**src/rtl/es_pkg.sv**
```systemverilog
// es_pkg: shared definitions for the ex_stack command sequencer.
//   - cmdOp encodings (ES_CMD_*)
//   - ex_stack ESOp encodings (ES_OP_*)
//   - sequencer FSM state type
//   - default stack width/depth
package es_pkg;

    localparam int ES_WIDTH = 16;
    localparam int ES_DEPTH = 32;

    localparam logic [2:0] ES_CMD_NOP   = 3'd0;
    localparam logic [2:0] ES_CMD_PUSH  = 3'd1;
    localparam logic [2:0] ES_CMD_POP   = 3'd2;
    localparam logic [2:0] ES_CMD_DUP   = 3'd3;
    localparam logic [2:0] ES_CMD_BINOP = 3'd4;
    localparam logic [2:0] ES_CMD_UNOP  = 3'd5;

    localparam logic [1:0] ES_OP_PUSH = 2'd0;
    localparam logic [1:0] ES_OP_POP  = 2'd1;
    localparam logic [1:0] ES_OP_DUP  = 2'd2;

    typedef enum logic [2:0] {
        ST_IDLE,
        ST_ACT,
        ST_SETTLE,
        ST_POPOP,
        ST_SETTLE_P,
        ST_PUSHR
    } esState_t;

endpackage

```
**src/rtl/es_depth_chk.sv**
```systemverilog
// es_depth_chk: combinational legality check of a stack command against the
// current occupancy.
//   depth : current occupancy (0..DEPTH)
//   op    : command opcode (ES_CMD_*)
//   cnt   : POP count-1 (bit 0 only) / DUP items-1
//   ok    : command may be issued
//   ovf   : command would overflow the stack
//   unf   : command would underflow the stack
// NOP and reserved opcodes are always ok (they never touch the stack).
module es_depth_chk
    import es_pkg::*;
#(
    parameter int DEPTH = ES_DEPTH,
    parameter int DW    = $clog2(ES_DEPTH) + 1
) (
    input  logic [DW-1:0] depth,
    input  logic [2:0]    op,
    input  logic [1:0]    cnt,
    output logic          ok,
    output logic          ovf,
    output logic          unf
);

    localparam logic [DW:0] DEPTH_X = (DW+1)'(DEPTH);

    // One extra bit so depth+cnt+1 cannot wrap before the compare.
    logic [DW:0] depthX;
    logic [DW:0] dupNeed;
    logic [DW:0] popNeed;

    always_comb begin
        depthX  = {1'b0, depth};
        dupNeed = (DW+1)'(cnt) + (DW+1)'(1);
        popNeed = (DW+1)'(cnt[0]) + (DW+1)'(1);
        ovf     = 1'b0;
        unf     = 1'b0;
        case (op)
            ES_CMD_PUSH:  ovf = (depthX == DEPTH_X);
            ES_CMD_POP:   unf = (depthX < popNeed);
            ES_CMD_DUP: begin
                if (depthX < dupNeed) begin
                    unf = 1'b1;
                end else if ((depthX + dupNeed) > DEPTH_X) begin
                    ovf = 1'b1;
                end
            end
            ES_CMD_BINOP: unf = (depthX < (DW+1)'(2));
            ES_CMD_UNOP:  unf = (depthX < (DW+1)'(1));
            default: ;
        endcase
        ok = !ovf && !unf;
    end

endmodule

```
**src/rtl/es_sequencer.sv**
```systemverilog
// es_sequencer: accepts one decoded stack command at a time (valid/ready) and
// drives the ex_stack control strobes, tracking stack depth and rejecting
// overflow/underflow. BINOP/UNOP are sequenced as pop, settle, push result.
//   clk, rst_n          : clock, async active-low reset
//   cmdValid/cmdReady   : command handshake (ready only in IDLE)
//   cmdOp/cmdImm/cmdCnt : command opcode, PUSH value, POP/DUP count-1
//   aluResult           : ALU result from ex_stack outA/outB, captured at accept
//   pushVal/popNum/dupNum/ESOp/ESAct : ex_stack controls (ESAct = 1-cycle strobe)
//   depth               : stack occupancy
//   errOvf/errUnf       : sticky error flags, errClr clears both
//
// state       | meaning
// ------------+-----------------------------------------------
// ST_IDLE     | ready for a command
// ST_ACT      | push/pop/dup strobe on ESAct
// ST_SETTLE   | waiting for ex_stack outputs after a strobe
// ST_POPOP    | operand pop strobe of BINOP/UNOP
// ST_SETTLE_P | settling after operand pop
// ST_PUSHR    | ALU result push strobe
module es_sequencer
    import es_pkg::*;
#(
    parameter int WIDTH  = ES_WIDTH,
    parameter int DEPTH  = ES_DEPTH,
    parameter int SETTLE = 1
) (
    input  logic                     clk,
    input  logic                     rst_n,
    input  logic                     cmdValid,
    output logic                     cmdReady,
    input  logic [2:0]               cmdOp,
    input  logic [WIDTH-1:0]         cmdImm,
    input  logic [1:0]               cmdCnt,
    input  logic [WIDTH-1:0]         aluResult,
    output logic [WIDTH-1:0]         pushVal,
    output logic                     popNum,
    output logic [1:0]               dupNum,
    output logic [1:0]               ESOp,
    output logic                     ESAct,
    output logic [$clog2(DEPTH):0]   depth,
    output logic                     errOvf,
    output logic                     errUnf,
    input  logic                     errClr
);

    localparam int DW = $clog2(DEPTH) + 1;
    localparam int SW = $clog2(SETTLE + 1);
    localparam logic [SW-1:0] SETTLE_LOAD = SW'(SETTLE - 1);

    esState_t         state, stateNext;
    logic [SW-1:0]    settleCnt, settleCntNext;
    logic [WIDTH-1:0] aluCap, aluCapNext;
    logic [WIDTH-1:0] pushValNext;
    logic             popNumNext;
    logic [1:0]       dupNumNext;
    logic [1:0]       esOpNext;
    logic             esActNext;
    logic [DW-1:0]    depthNext;
    logic             errOvfNext, errUnfNext;
    logic             newOvf, newUnf;
    logic             chkOk, chkOvf, chkUnf;

    es_depth_chk #(.DEPTH(DEPTH), .DW(DW)) uDepthChk (
        .depth (depth),
        .op    (cmdOp),
        .cnt   (cmdCnt),
        .ok    (chkOk),
        .ovf   (chkOvf),
        .unf   (chkUnf)
    );

    assign cmdReady = (state == ST_IDLE);

    // Strobe outputs and depth are registered together, so depth moves on the
    // same edge that raises ESAct.
    always_comb begin
        stateNext     = state;
        settleCntNext = settleCnt;
        aluCapNext    = aluCap;
        pushValNext   = pushVal;
        popNumNext    = popNum;
        dupNumNext    = dupNum;
        esOpNext      = ESOp;
        esActNext     = 1'b0;
        depthNext     = depth;
        newOvf        = 1'b0;
        newUnf        = 1'b0;
        case (state)
            ST_IDLE: begin
                if (cmdValid) begin
                    aluCapNext = aluResult;
                    if (!chkOk) begin
                        newOvf = chkOvf;
                        newUnf = chkUnf;
                    end else begin
                        case (cmdOp)
                            ES_CMD_PUSH: begin
                                stateNext   = ST_ACT;
                                esActNext   = 1'b1;
                                esOpNext    = ES_OP_PUSH;
                                pushValNext = cmdImm;
                                depthNext   = depth + DW'(1);
                            end
                            ES_CMD_POP: begin
                                stateNext  = ST_ACT;
                                esActNext  = 1'b1;
                                esOpNext   = ES_OP_POP;
                                popNumNext = cmdCnt[0];
                                depthNext  = depth - DW'(cmdCnt[0]) - DW'(1);
                            end
                            ES_CMD_DUP: begin
                                stateNext  = ST_ACT;
                                esActNext  = 1'b1;
                                esOpNext   = ES_OP_DUP;
                                dupNumNext = cmdCnt;
                                depthNext  = depth + DW'(cmdCnt) + DW'(1);
                            end
                            ES_CMD_BINOP: begin
                                stateNext  = ST_POPOP;
                                esActNext  = 1'b1;
                                esOpNext   = ES_OP_POP;
                                popNumNext = 1'b1;
                                depthNext  = depth - DW'(2);
                            end
                            ES_CMD_UNOP: begin
                                stateNext  = ST_POPOP;
                                esActNext  = 1'b1;
                                esOpNext   = ES_OP_POP;
                                popNumNext = 1'b0;
                                depthNext  = depth - DW'(1);
                            end
                            default: ;
                        endcase
                    end
                end
            end
            ST_ACT: begin
                stateNext     = ST_SETTLE;
                settleCntNext = SETTLE_LOAD;
            end
            ST_SETTLE: begin
                if (settleCnt == '0) begin
                    stateNext = ST_IDLE;
                end else begin
                    settleCntNext = settleCnt - SW'(1);
                end
            end
            ST_POPOP: begin
                stateNext     = ST_SETTLE_P;
                settleCntNext = SETTLE_LOAD;
            end
            ST_SETTLE_P: begin
                if (settleCnt == '0) begin
                    stateNext   = ST_PUSHR;
                    esActNext   = 1'b1;
                    esOpNext    = ES_OP_PUSH;
                    pushValNext = aluCap;
                    depthNext   = depth + DW'(1);
                end else begin
                    settleCntNext = settleCnt - SW'(1);
                end
            end
            ST_PUSHR: begin
                stateNext     = ST_SETTLE;
                settleCntNext = SETTLE_LOAD;
            end
            default: stateNext = ST_IDLE;
        endcase
        // A new error in the same cycle as errClr keeps the flag set.
        errOvfNext = (errOvf && !errClr) || newOvf;
        errUnfNext = (errUnf && !errClr) || newUnf;
    end

    always_ff @(posedge clk or negedge rst_n) begin
        if (!rst_n) begin
            state     <= ST_IDLE;
            settleCnt <= '0;
            aluCap    <= '0;
            pushVal   <= '0;
            popNum    <= 1'b0;
            dupNum    <= '0;
            ESOp      <= ES_OP_PUSH;
            ESAct     <= 1'b0;
            depth     <= '0;
            errOvf    <= 1'b0;
            errUnf    <= 1'b0;
        end else begin
            state     <= stateNext;
            settleCnt <= settleCntNext;
            aluCap    <= aluCapNext;
            pushVal   <= pushValNext;
            popNum    <= popNumNext;
            dupNum    <= dupNumNext;
            ESOp      <= esOpNext;
            ESAct     <= esActNext;
            depth     <= depthNext;
            errOvf    <= errOvfNext;
            errUnf    <= errUnfNext;
        end
    end

endmodule

```
**config.mk**
```make
export PLATFORM = sky130hd
export DESIGN_NAME = es_sequencer
export DESIGN_NICKNAME = d
export VERILOG_FILES = /design/src/rtl/es_pkg.sv /design/src/rtl/es_depth_chk.sv /design/src/rtl/es_sequencer.sv
export SDC_FILE = /design/constraint.sdc
export NUM_CORES = 1
export LEC_CHECK = 0
export CAP_MARGIN = 20
export CORE_MARGIN = 2
export CORE_UTILIZATION = 23
export DETAILED_ROUTE_END_ITERATION = 6
export DONT_BUFFER_PORTS = 1
export PLACE_DENSITY = 0.42
export SETUP_SLACK_MARGIN = 0.05
export SLEW_MARGIN = 20
export SYNTH_ARGS = -nofsm -noshare
export SYNTH_HDL_FRONTEND = slang
export SYNTH_SLANG_ARGS = --single-unit
```
**constraint.sdc**
```tcl
create_clock -name clk -period 2.85 [get_ports clk]
set_input_delay 0.4275 -clock clk [delete_from_list [all_inputs] [get_ports clk]]
set_output_delay 0.4275 -clock clk [all_outputs]
set_load 0.01 [all_outputs]
```
==> impl_metrics.json <==
{
  "fp.dieH_um": 121.5,
  "drt_first_pass_iters": 4,
  "netlist_instances": 356,
  "status": "complete, no violations",
  "period_minus_slack_ns": 2.755,
  "place_inst": 545,
  "multiInputGateArea_um2": 1868,
  "r2r-start": "depth[0]",
  "most-common-layout-cells": "nand2_1, dfrtp_1, a21oi_1",
  "htreeDepth": 2,
  "cts_made_buffers": 5,
  "slew_headroom": 0.5440,
  "hp-start": "errClr",
  "critPathRequiredTime_ns": 3.07,
  "crit_arrival_ns": 2.98,
  "yosys.area_share.adder": 0.08350,
  "slew_viol_final": 0,
  "design_area_um2": 3880,
  "syn2layout_area_growth_pct": 22.13,
  "yosysUniqueCellTypes": 62,
  "start_util": 0.2380,
  "power.internal_w": 0.002228,
  "synth_warnings": 0,
  "p_clk_frac": 0.205,
  "p_seq_frac": 0.346,
  "wirelength_mm": 9.519,
  "finalPower_w": 0.003793,
  "gp_congestion": 0.8811,
  "maxCapViolCount": 0,
  "antenna_found_initial": 0,
  "antenna_cells": 0,
  "path_max_fanout": 6,
  "reg2regPathDepth": 11,
  "drive_gt1_frac": 0.1864,
  "n_fill_cell": 1442,
  "fp-row-count": 42,
  "port_buffers": 0,
  "period_share": 0.9666,
  "synth-edff-count": 0,
  "synth_compound_area_frac": 0.2013,
  "wl_per_cell_um": 17.09,
  "cts_root_buf": "clkbuf_16",
  "drc": 0,
  "synthesis.nets": 417,
  "placed_area_um2": 3548,
  "synth_area_um2": 3177,
  "cts_tree": "done",
  "synth_flop_cell": "dfrtp_1",
  "r2r_setup_slack_ns": 0.1,
  "clk_latency_ns": 0.30,
  "viasPerCell": 4.838,
  "mostFrequentLayoutCell": "nand2_1",
  "path_class": "reg -> reg",
  "avgSynthCellArea_um2": 8.924,
  "dp_hpwl_mm": 7.101,
  "grt_use_total": 0.1309,
  "pwr-share-comb": 0.449,
  "setup_viol": 0,
  "grt_util_met3": 0.04323,
  "synth_xor_area_frac": 0.005514,
  "power_per_cell_area_nw_per_um2": 977.7,
  "io_pins": 72,
  "yosys.area_share.simple": 0.2072,
  "path_clk_slew_ns": 0.07,
  "postRouteAntennaNets": 0,
  "die_area_um2": 14770,
  "grt_overflow": 0,
  "startpoint": "depth[0]",
  "ys_seq_area_frac": 0.3860,
  "cts.sinks": 49,
  "utilization": 0.2907,
  "first_global_vias": 2779,
  "clockBufferDepth": 2,
  "cp-start-kind": "register",
  "cp-end-kind": "register",
  "min_path_type": "in -> reg",
  "ir_worst_vdd_mv": 0.2313,
  "switching_share": 0.4125,
  "via_count": 2695,
  "grt_max_degree": 50,
  "seqCellArea_um2": 1229,
  "fp.coreArea_um2": 13350,
  "drt_iter0_drc": 188,
  "rsz0062_at_grt": "yes",
  "hold_viol_final": 0,
  "max_clock_freq_mhz": 363.0,
  "leakage_nw": 1.767,
  "stdcell_count": 557,
  "synthMuxAreaShare": 0.06380,
  "synth_top_family_by_area": "simple AND/OR/NAND/NOR gates",
  "use_met1": 0.1634,
  "power.switching_w": 0.001565,
  "final_nets": 441,
  "skew_ns": 0.004693,
  "ys_ff_latch": 49,
  "top_usage_layer": "met2",
  "die_x_um": 121.5,
  "worstMarginPinSlew_ns": 0.6788,
  "synth_async_sr_flop_share": 1.000,
  "grtUsageMet2": 0.2121,
  "whs_path_depth": 1,
  "grt_pass1_wl_mm": 14.99
}
layer usage:
metal	vias up	wire, µm
li1	1309	-
met1	1305	4222
met2	71	4526
met3	10	571
met4	0	198
met5	-	0
cell type report:
| cell class | count | share of cell area |
|---|---|---|
| clock buffers | 5 | 0.03225 |
| clock inverters | 3 | 0.01677 |
| inverters | 18 | 0.01741 |
| multi-input cells | 271 | 0.4815 |
| flip-flops and latches | 49 | 0.3167 |
| well taps | 176 | 0.05676 |
| repair buffers | 35 | 0.07868 |
registers in the layout (all words and copies together) (netlist names):
| register | flops |
|---|---|
| popNum | 1 |
| pushVal | 16 |
| errUnf | 1 |
| dupNum | 2 |
| aluCap | 16 |
| ESOp | 2 |
| ESAct | 1 |
| depth | 6 |
| errOvf | 1 |
| state | 3 |
power groups by stage:
| stage | logic, W | clock network (W) | registers (W) |
|---|---|---|---|
| finish | 0.00170 | 0.000777 | 0.00131 |
| CTS | 0.00164 | 0.000812 | 0.00132 |
| floorplan | 0.00111 | 0 | 0.00129 |
| global placement | 0.00160 | 0 | 0.00133 |
| global route | 0.00192 | 0.000839 | 0.00135 |
| detailed placement | 0.00161 | 0 | 0.00133 |
cell families (layout without fill, tap and decap cells):
group | after synthesis | in the layout
xor+xnor | 2 | 2
fa+ha+maj | 20 | 20
mux | 20 | 20
compound gates | 87 | 87
buf+inv | 36 | 61
simple gates | 142 | 142
flops | 49 | 49
path summary, 6_finish.rpt:
path | to
worst max-delay path | depth[3]
worst max register to register | depth[3]
max in group asynchronous | depth[0]
min in group asynchronous | dupNum[1]
worst min register to register | aluCap[11]
worst min-delay path | errOvf
worst max-delay path, stage by stage, from the launching register on:
cell       delay, ns
dfrtp_2         0.44
ha_4            0.15
inv_2           0.04
fa_2            0.38
xnor2_2         0.15
a31o_1          0.24
a311oi_2        0.34
o221ai_4        0.22
buf_6           0.18
a31oi_4         0.27
o221ai_2        0.14
a2bb2oi_2       0.12
cells in the mapped netlist, types with 2 or more instances:
master     count  area share
a31oi_1        2      0.0039
buf_2          4      0.0063
o311ai_0       3      0.0083
mux2_1         2      0.0071
nor2b_1        4      0.0079
nand2_1       69       0.082
ha_1          18       0.071
a21oi_1       32       0.050
a211o_1        3      0.0083
a211oi_1       2      0.0047
nand3_1        5      0.0079
and3_1         2      0.0039
o21ai_0       13       0.020
a21o_1         2      0.0047
inv_1         17       0.020
dfrtp_1       49        0.39
fa_1           2       0.013
o2111ai_1      3      0.0083
nor2_1        32       0.038
a32o_1         2      0.0063
nand2b_1       4      0.0079
o221ai_1       2      0.0055
nor3_1        10       0.016
nor3b_1        2      0.0047
nor4_1         3      0.0059
and2_1         2      0.0039
o22ai_1        5      0.0098
clkbuf_1      11       0.013
mux2i_1       18       0.057
stage by stage:
| step | setup WS (ns) | TNS (ns) | hold slack [ns] |
|---|---|---|---|
| detailed placement | -0.07846 | -0.4395 | 0.1336 |
| floorplan | 0.05132 | 0 | 0.1319 |
| finish | 0.09509 | 0 | 0.2270 |
| global route | -0.02223 | -0.03340 | 0.2191 |
| CTS | 0.05439 | 0 | 0.2137 |
| global placement | -0.08330 | -0.3480 | 0.1333 |
what timing repair did:
item / CTS / global route
hold endpoints to repair: 49 / 0
pin swaps: 2 / 7
resized for setup: 2 / 18
setup buffers: 0 / 2
hold buffers: 2 / 0
setup endpoints to repair: 7 / 26
Power figures use the tool's default switching activity.
